--- config.mk ---
export PLATFORM = sky130hd
export DESIGN_NAME = rr_arbiter_4req
export DESIGN_NICKNAME = d
export VERILOG_FILES = /design/src/rtl/rr_arbiter_4req_pkg.sv /design/src/rtl/rr_arbiter_4req_pick.sv /design/src/rtl/rr_arbiter_4req.sv
export SDC_FILE = /design/constraint.sdc
export NUM_CORES = 1
export LEC_CHECK = 0
export CAP_MARGIN = 20
export CORE_MARGIN = 2
export CORE_UTILIZATION = 47
export CTS_CLUSTER_DIAMETER = 100
export CTS_CLUSTER_SIZE = 25
export DETAILED_ROUTE_END_ITERATION = 7
export GPL_ROUTABILITY_DRIVEN = 0
export GPL_TIMING_DRIVEN = 0
export HOLD_SLACK_MARGIN = 0.05
export PLACE_DENSITY = 0.74
export SLEW_MARGIN = 20
export SYNTH_ARGS = -nofsm -noshare
export SYNTH_HDL_FRONTEND = slang
export SYNTH_HIERARCHICAL = 1
export SYNTH_SLANG_ARGS = --single-unit
export TNS_END_PERCENT = 100
--- constraint.sdc ---
create_clock -name clk -period 2.97 [get_ports clk]
set_input_delay 0.891 -clock clk [delete_from_list [all_inputs] [get_ports clk]]
set_output_delay 0.891 -clock clk [all_outputs]
set_load 0.01 [all_outputs]
--- src/rtl/rr_arbiter_4req_pkg.sv ---
// ============================================================================
// Module  : rr_arbiter_4req_pkg
// Brief   : Shared FSM encodings and default parameters for the 4-way arbiter.
// Revision: 1.0
// ============================================================================
`default_nettype none

package rr_arbiter_4req_pkg;

  typedef enum logic {
    ST_IDLE = 1'b0,
    ST_BUSY = 1'b1
  } arb_state_e;

  localparam int unsigned C_DEF_N        = 4;
  localparam int unsigned C_DEF_MAX_HOLD = 8;

endpackage

`default_nettype wire

--- src/rtl/rr_arbiter_4req_pick.sv ---
// ============================================================================
// Module  : rr_priority_pick
// Brief   : Combinational rotating priority pick; index ptr has top priority.
// Revision: 1.0
// ============================================================================
`default_nettype none

module rr_priority_pick #(
  parameter int unsigned N = 4
) (
  input  logic [N-1:0]         vec_i,
  input  logic [$clog2(N)-1:0] ptr_i,
  output logic                 any_o,
  output logic [$clog2(N)-1:0] idx_o,
  output logic [N-1:0]         onehot_o
);

  localparam int unsigned IDW = $clog2(N);

  logic [2*N-1:0] dbl_shift;
  logic [N-1:0]   rot;
  logic [IDW-1:0] enc;

  // Doubling the vector turns the rotate-right into a plain shift.
  assign dbl_shift = {vec_i, vec_i} >> ptr_i;
  assign rot       = dbl_shift[N-1:0];

  always_comb begin
    enc = '0;
    for (int i = N - 1; i >= 0; i--) begin
      if (rot[i]) begin
        enc = IDW'(i);
      end
    end
  end

  assign any_o    = |vec_i;
  assign idx_o    = enc + ptr_i;
  assign onehot_o = any_o ? ({{(N-1){1'b0}}, 1'b1} << idx_o) : '0;

endmodule

`default_nettype wire

--- src/rtl/rr_arbiter_4req.sv ---
// ============================================================================
// Module  : rr_arbiter_4req
// Brief   : Round-robin arbiter with owner hold, release and hold timeout.
// Revision: 1.0
// ============================================================================
`default_nettype none

module rr_arbiter_4req
  import rr_arbiter_4req_pkg::*;
#(
  parameter int unsigned N        = C_DEF_N,
  parameter int unsigned IDW      = $clog2(N),
  parameter int unsigned MAX_HOLD = C_DEF_MAX_HOLD
) (
  input  logic           clk,
  input  logic           rst,
  input  logic [N-1:0]   req_i,
  input  logic           done_i,
  output logic [N-1:0]   grant_o,
  output logic [IDW-1:0] grant_id_o,
  output logic           grant_valid_o,
  output logic           timeout_o
);

  localparam int unsigned HW = $clog2(MAX_HOLD);

  arb_state_e     state_q;
  logic [IDW-1:0] ptr_q;
  logic [HW-1:0]  hold_cnt_q;
  logic [N-1:0]   grant_q;
  logic [IDW-1:0] grant_id_q;
  logic           grant_valid_q;
  logic           timeout_q;

  logic           owner_req;
  logic           hold_hit;
  logic           release_now;
  logic [IDW-1:0] ptr_d;
  logic [N-1:0]   pick_vec;
  logic [IDW-1:0] pick_ptr;
  logic           pick_any;
  logic [IDW-1:0] pick_idx;
  logic [N-1:0]   pick_oh;

  assign owner_req   = |(req_i & grant_q);
  assign hold_hit    = (hold_cnt_q == HW'(MAX_HOLD - 1));
  assign release_now = done_i | ~owner_req | hold_hit;
  assign ptr_d       = grant_id_q + IDW'(1);

  // On a handoff the pick already uses the advanced pointer and excludes the owner.
  assign pick_vec = (state_q == ST_BUSY) ? (req_i & ~grant_q) : req_i;
  assign pick_ptr = (state_q == ST_BUSY) ? ptr_d : ptr_q;

  rr_priority_pick #(
    .N (N)
  ) u_pick (
    .vec_i    (pick_vec),
    .ptr_i    (pick_ptr),
    .any_o    (pick_any),
    .idx_o    (pick_idx),
    .onehot_o (pick_oh)
  );

  always_ff @(posedge clk) begin
    if (rst) begin
      state_q       <= ST_IDLE;
      ptr_q         <= '0;
      hold_cnt_q    <= '0;
      grant_q       <= '0;
      grant_id_q    <= '0;
      grant_valid_q <= 1'b0;
      timeout_q     <= 1'b0;
    end else begin
      timeout_q <= 1'b0;
      case (state_q)
        ST_IDLE: begin
          if (pick_any) begin
            grant_q       <= pick_oh;
            grant_id_q    <= pick_idx;
            grant_valid_q <= 1'b1;
            hold_cnt_q    <= '0;
            state_q       <= ST_BUSY;
          end
        end
        ST_BUSY: begin
          if (release_now) begin
            ptr_q      <= ptr_d;
            hold_cnt_q <= '0;
            timeout_q  <= hold_hit & ~done_i & owner_req;
            if (pick_any) begin
              grant_q    <= pick_oh;
              grant_id_q <= pick_idx;
            end else begin
              grant_q       <= '0;
              grant_id_q    <= '0;
              grant_valid_q <= 1'b0;
              state_q       <= ST_IDLE;
            end
          end else begin
            hold_cnt_q <= hold_cnt_q + HW'(1);
          end
        end
      endcase
    end
  end

  assign grant_o       = grant_q;
  assign grant_id_o    = grant_id_q;
  assign grant_valid_o = grant_valid_q;
  assign timeout_o     = timeout_q;

endmodule

`default_nettype wire
==> results.md, run 1 <==
- Status: complete, no violations
- Die Y: 49.1 microns
- Largest area contributor in the netlist: dfxtp_1
- Clk root buf: clkbuf_4
- Largest family of logic cells by synthesized area: compound AO/OA/AOI/OAI gates
- CTS tree: built
- Reg-to-Reg Start: state_q$_SDFF_PP0_
- Core area: 1940 sq um
- CTS buffer count: 3
- Layout cells sized above 1: 0.237
- DRT iter0 DRCs: 9
- Register area share after synthesis: 0.293
- Post-layout nets: 142
- Worst min path class: flop to flop
- Initial antenna violation count: 0
- FF-to-FF setup slack: 0.21 ns
- Antenna viol nets, final: 0
- Flip-flop and latch count after synthesis: 14
- Compound-Gate Fraction of Synth Area: 0.327
- Post-route insts no fill: 158
- # hold bufs at CTS: 0
- Commonest non-fill, non-tap cells in the layout: dfxtp_1 (14), clkdlybuf4s50_1 (14), a21oi_1 (12), nor2_1 (8), nand2_1 (8)
- DR WL/cell: 13.9 microns
- Max Buffers Root-to-Sink: 2
- Slowest cell on crit path: clkdlybuf4s50_1
- Syn-to-layout area delta: 33.2%
- Worst r2r path cells: 11
- Dominant cells by area after synthesis: dfxtp_1 (29%), a21oi_1 (6.3%), mux2i_1 (6.3%)
- Drc violations: 0
- FF-to-FF End: grant_o[3]$_SDFFE_PP0P_
- Vias in the first global route: 817
- Fin. Hold Viols: 0
- Sink Count: 14
- Critical Path Fanout Max: 7
- Final setup viols: 0
- CP Capture Type: flop
- Synth Area in XOR/XNOR: 0.0366
- Initial core utilization: 0.492
- Worst endpoint data arrival time: 3.12 ns
- Global-route wire length before repair: 3590 microns
- Post-synthesis cell type count: 40
- Slowest cell delay on critical path: 0.43 ns
- Synth Cell Area: 956 sq um
- Crit path cell chain: clkdlybuf4s50_1 -> a21boi_2 -> buf_6 -> nor2_1 -> a2bb2oi_1 -> o211ai_1 -> o21a_1 -> ha_4 -> nor2b_1 -> nand2_1 -> mux2i_1 -> nand3_1 -> a21oi_1
- Hold path startpoint: hold_cnt_q[1]$_SDFFE_PP0P_
- Post-layout min period: 2.91 ns
- Syn Inst Count: 110
- CP top delay family: compound AO/OA/AOI/OAI gates
- Max Cap Violations: 0
- DP HPWL: 1580 microns
- Placed Cells: 151
- Avg Vias per Cell: 5.59
- Worst vdd ir: 0.536 mV
- Vias: 884
- Slew HR: 0.586
- Synth Area in Simple Gates: 0.175
- Power Density: 957 nW/um^2
- Post-synth EDFFs: 0
- WP data required: 3.18 ns
- Hold path depth: 2
- Worst Hold End: hold_cnt_q[1]$_SDFFE_PP0P_
- Max Slew Vio Count: 0
- Final WL: 2200 microns
- Mux contribution to synthesized area: 0.0785
- Final Cycle Share: 0.980
- DR pass1 iterations: 4
- Setup Crit Path Kind: input port to flop
- Reg area: 280 sq um
- Die area: 2410 sq um
- I/O Buffers: 14
- H-tree depth: 1
- Syn Area/Cell: 8.69 sq um
- Largest net degree at the start of global routing: 11
- Ys Warns: 6
- Ant. Diodes: 0
- Main synth FF type: dfxtp_1
- Crit start category: input port
- Crit path buf inv count: 2
- Fillcell total: 175
- FFs w/ async S/R, synth: 0
- Adder-cell share of the synthesized area: 0.0393
- Measured slew at the worst slew-check pin: 0.615 ns
- Fmax achieved: 343 MHz
- Total global routing overflow: 0
- Width of the die: 49.1 microns
- Cell row count: 16
- Worst-skew pair later-pin latency: 0.28 ns
- Multi-input gate area: 713 sq um
- GRT Total Usage: 0.189
- Total Power: 1.22 mW
- Setup Skew: 0.00360 ns
- Fin util: 0.656
- RSZ-0062 raised after global routing: true
- P_leak: 0.476 nW
- Yosys top cell area share: 0.293
- Post-Syn Nets: 120
- I/O pins: 15
- Clk pin slew, worst setup/hold paths: 0.08 ns
[logic make-up after synthesis]
family	count (synthesis)
muxes	7
xor gates and xnor gates	4
and+or+nand+nor	35
AOI/OAI and AO/OA	38
DFF	14
adders and majority gates	3
buffers and inverters	9
[sequential cells by signal (all words and copies together) (netlist names)]
name and cells:
hold_cnt_q 3, grant_valid_o 1, grant_id_o 2, ptr_q 2
timeout_o 1, grant_o 4, state_q 1
[worst max-delay path by stage]
| stage | cells past startpoint | end | start |
|---|---|---|---|
| 4_1_cts | 12 | grant_o[0]$_SDFFE_PP0P_ | req_i[2] |
| 2_1_floorplan | 11 | grant_o[2]$_SDFFE_PP0P_ | req_i[2] |
| 3_3_place_gp | 12 | grant_o[0]$_SDFFE_PP0P_ | req_i[1] |
| 5_1_grt | 12 | grant_o[0]$_SDFFE_PP0P_ | req_i[3] |
| 6_report | 13 | grant_o[3]$_SDFFE_PP0P_ | req_i[0] |
| 3_5_place_dp | 12 | grant_o[0]$_SDFFE_PP0P_ | req_i[1] |
[power by group]
part	switching, mW	leakage (nW)	internal [mW]	total, mW
Sequential	0.0680	0.115	0.240	0.308
Clock	0.0629	0.0210	0.0746	0.138
Combinational	0.383	0.340	0.391	0.773
[synthesized netlist by cell type (3+ instances only)]
cell type,n
a21boi_0,4
a21oi_1,12
dfxtp_1,14
ha_1,3
inv_1,4
mux2i_1,6
nand2_1,8
nand3_1,7
nor2_1,10
o21ai_0,5
xnor2_1,3
[metal layers]
| metal | up-vias | global-route usage | share of wire |
|---|---|---|---|
| li1 | 444 | - | - |
| met3 | 0 | 0.0644 | 0.040 |
| met5 | - | 0 | 0 |
| met4 | 0 | 0.0333 | 0 |
| met1 | 426 | 0.249 | 0.49 |
| met2 | 14 | 0.302 | 0.47 |
[timing repair]
action                                  CTS  global route
buffers inserted                          0             3
hold endpoints to repair                  0             0
pin swaps                                 0             1
endpoints found under the setup margin    5             8
gates resized for setup                   7            11
[worst min-delay path, cell delays in order (launching register included)]
cell     delay (ns)
dfxtp_1        0.33
a22oi_1        0.07
nor2_1         0.08
[through the flow]
stage          TNS (ns)  instance area, sq um  hold slack (ns)  setup WS [ns]
6_report              0                  1270            0.509         0.0580
5_1_grt          -0.162                  1270            0.539        -0.0630
4_1_cts               0                  1180            0.500        0.00349
3_5_place_dp      -3.29                  1130            0.486         -0.590
3_3_place_gp      -2.75                  1130            0.463         -0.530
2_1_floorplan         0                   956            0.443          0.200
[cell type report]
class                      count  area share
clock buffer                   4      0.0285
tap                           27      0.0265
timing repair buffer          17       0.128
inverter                       4      0.0118
multi-input combinational     87       0.560
sequential                    14       0.220
buffer                         5      0.0255
(Power assumes the default switching activity.)
==> inputs of run 2 (changes only) <==
--- a/config.mk
+++ b/config.mk
@@ -8,5 +8,5 @@
 export CAP_MARGIN = 20
 export CORE_MARGIN = 2
-export CORE_UTILIZATION = 47
+export CORE_UTILIZATION = 52
 export CTS_CLUSTER_DIAMETER = 100
 export CTS_CLUSTER_SIZE = 25
@@ -15,5 +15,5 @@
 export GPL_TIMING_DRIVEN = 0
 export HOLD_SLACK_MARGIN = 0.05
-export PLACE_DENSITY = 0.74
+export PLACE_DENSITY = 0.78
 export SLEW_MARGIN = 20
 export SYNTH_ARGS = -nofsm -noshare
==> constraint.sdc (replaced) <==
create_clock -name clk -period 3.1 [get_ports clk]
set_input_delay 0.62 -clock clk [delete_from_list [all_inputs] [get_ports clk]]
set_output_delay 0.62 -clock clk [all_outputs]
set_load 0.01 [all_outputs]
==> run 2 against run 1 <==
Compared with the run above:
- routed wire length decreased by 15%
- flip-flop and latch count unchanged
- critical path depth decreased by 1
- sequential power decreased by 8.8%
- count of clock-buffer cells in the layout unchanged
- highest routed layer is now met4
==> results.md, run 2 (synthesis gave the netlist of run 1 again) <==
- DR WL/cell: 12.2 microns (was 13.9 microns)
- Status: complete, no violations (unchanged)
- I/O pins: 15 (unchanged)
- Total global routing overflow: 0 (unchanged)
- Die Y: 46.9 microns (was 49.1 microns)
- Fin util: 0.676 (was 0.656)
- Placed Area: 1130 sq um (about the same)
- Measured slew at the worst slew-check pin: 0.563 ns (was 0.615 ns)
- Initial antenna violation count: 0 (unchanged)
- Vias in the first global route: 731 (was 817)
- DRT iter0 DRCs: 9 (unchanged)
- # hold bufs at CTS: 0 (unchanged)
- Ant. Diodes: 0 (unchanged)
- Crit start category: input port (unchanged)
- Setup Crit Path Kind: input port to flop (unchanged)
- Final WL: 1870 microns (was 2200 microns)
- Worst min path class: flop to flop (unchanged)
- Max reg flops: 4 (unchanged)
- Crit path cell chain: clkdlybuf4s50_1 -> a21boi_0 -> nor2b_1 -> a21oi_1 -> o2bb2ai_1 -> o21a_1 -> ha_1 -> xnor2_1 -> nand2_1 -> mux2i_1 -> nand3_1 -> a21oi_1 (was clkdlybuf4s50_1 -> a21boi_2 -> buf_6 -> nor2_1 -> a2bb2oi_1 -> o211ai_1 -> o21a_1 -> ha_4 -> nor2b_1 -> nand2_1 -> mux2i_1 -> nand3_1 -> a21oi_1)
- Final setup viols: 0 (unchanged)
- Sink Count: 14 (unchanged)
- Layout cells sized above 1: 0.148 (was 0.237)
- Fraction of met3 tracks used by global routing: 0.0577 (was 0.0644)
- Total Power: 1.04 mW (was 1.22 mW)
- GR Util met1: 0.282 (was 0.249)
- Post-layout nets: 139 (was 142)
- Clk pin slew, worst setup/hold paths: 0.09 ns (was 0.08 ns)
- WP data required: 3.33 ns (was 3.18 ns)
- Fin. Hold Viols: 0 (unchanged)
- WHS: 0.476 ns (was 0.509 ns)
- Slowest cell delay on critical path: 0.48 ns (was 0.43 ns)
- Avg Vias per Cell: 5.54 (was 5.59)
- Post-route insts no fill: 153 (was 158)
- CTS tree: built (unchanged)
- Most used cell along the critical path: a21oi_1
- Max Buffers Root-to-Sink: 2 (unchanged)
- Syn-to-layout area delta: 22.1% (was 33.2%)
- Final instance area: 1170 sq um (was 1270 sq um)
- Setup Skew: 0.00599 ns (was 0.00360 ns)
- Cell row count: 15 (was 16)
- Drc violations: 0 (unchanged)
- RSZ-0062 raised after global routing: false (was true)
- Commonest non-fill, non-tap cells in the layout: dfxtp_1 (14), clkdlybuf4s50_1 (14), a21oi_1 (12), nor2_1 (10), nand2_1 (8) (was dfxtp_1 (14), clkdlybuf4s50_1 (14), a21oi_1 (12), nor2_1 (8), nand2_1 (8))
- Final Cycle Share: 0.890
- DR pass1 iterations: 6 (was 4)
- Max Cap Violations: 0 (unchanged)
- Worst endpoint data arrival time: 2.99 ns (was 3.12 ns)
- Core area: 1730 sq um (was 1940 sq um)
- Fmax achieved: 362 MHz
- DP HPWL: 1440 microns (was 1580 microns)
- Post-layout min period: 2.76 ns
- I/O Buffers: 14 (unchanged)
- P_leak: 0.439 nW (was 0.476 nW)
- Fillcell total: 154 (was 175)
- Global-route wire length before repair: 3090 microns (was 3590 microns)
- Max Slew Vio Count: 0 (unchanged)
- Hold path depth: 2 (unchanged)
- Slew HR: 0.614 (was 0.586)
- Antenna viol nets, final: 0 (unchanged)
- Worst vdd ir: 0.559 mV (was 0.536 mV)
- Met2 Usage GRT: 0.299 (was 0.302)
- Clk root buf: clkbuf_4 (unchanged)
- GRT Total Usage: 0.199 (was 0.189)
- Die area: 2200 sq um (was 2410 sq um)
- Initial core utilization: 0.554 (was 0.492)
- Busiest grt layer: met2 (unchanged)
- Slowest cell on crit path: clkdlybuf4s50_1 (unchanged)
- Vias: 847 (was 884)
- CP Capture Type: flop (unchanged)
- Worst r2r path cells: 11 (unchanged)
- Width of the die: 46.9 microns (was 49.1 microns)
- Largest net degree at the start of global routing: 11 (unchanged)
- Worst-skew pair later-pin latency: 0.29 ns (was 0.28 ns)
- Power Density: 893 nW/um^2 (was 957 nW/um^2)
- H-tree depth: 1 (unchanged)
- Placed Cells: 149 (was 151)
- Critical Path Fanout Max: 5 (was 7)
- CTS buffer count: 3 (unchanged)
==> run 2: worst paths after layout <==
| path | start | endpoint | slack, ns |
|---|---|---|---|
| min reg2reg | ptr_q[0]$_SDFFE_PP0P_ | ptr_q[0]$_SDFFE_PP0P_ | 0.48 |
| max | req_i[3] | grant_o[0]$_SDFFE_PP0P_ | 0.34 |
| min | ptr_q[0]$_SDFFE_PP0P_ | ptr_q[0]$_SDFFE_PP0P_ | 0.48 |
| max reg2reg | state_q$_SDFF_PP0_ | grant_o[0]$_SDFFE_PP0P_ | 0.48 |
==> run 2: cell type report <==
type	count	area [sq um]	area share
Buffer	5	32.5	0.0279
Clock buffer	4	36.3	0.0311
Inverter	4	15.0	0.0129
Multi-Input combinational cell	87	632	0.541
Sequential cell	14	280	0.240
Tap cell	25	31.3	0.0268
Timing Repair Buffer	14	140	0.120
==> run 2: repair_timing <==
action                                  in CTS  in global routing
resized for setup                            1                  2
cloned                                       0                  0
setup buffers                                0                  0
endpoints found under the setup margin       5                  5
==> run 2: through the flow <==
| step | TNS [ns] | setup slack, ns |
|---|---|---|
| final | 0 | 0.340 |
| after global routing | 0 | 0.0555 |
| after CTS | 0 | 0.123 |
| after detailed placement | -1.99 | -0.424 |
| after global placement | -1.54 | -0.344 |
| after floorplan | 0 | 0.385 |
==> run 2: worst max-delay path, delay by kind of cell <==
| family | cells | cell delay (ns) |
|---|---|---|
| buffers and inverters | 1 | 0.48 |
| muxes | 1 | 0.16 |
| AOI/OAI and AO/OA | 5 | 0.89 |
| and+or+nand+nor | 3 | 0.45 |
| xor gates and xnor gates | 1 | 0.20 |
| adders and majority gates | 1 | 0.19 |
==> run 2: power by group <==
group / switching, mW / total (mW) / internal, mW / leakage [nW]
Sequential: 0.0512 / 0.281 / 0.230 / 0.115
Combinational: 0.315 / 0.626 / 0.311 / 0.303
Clock: 0.0635 / 0.135 / 0.0717 / 0.0210
==> run 2: routing by layer <==
| metal | vias to the layer above | part of all wire |
|---|---|---|
| met3 | 3 | 0.036 |
| met2 | 15 | 0.46 |
| met4 | 0 | 0.014 |
| li1 | 436 | - |
| met1 | 393 | 0.49 |
| met5 | - | 0 |
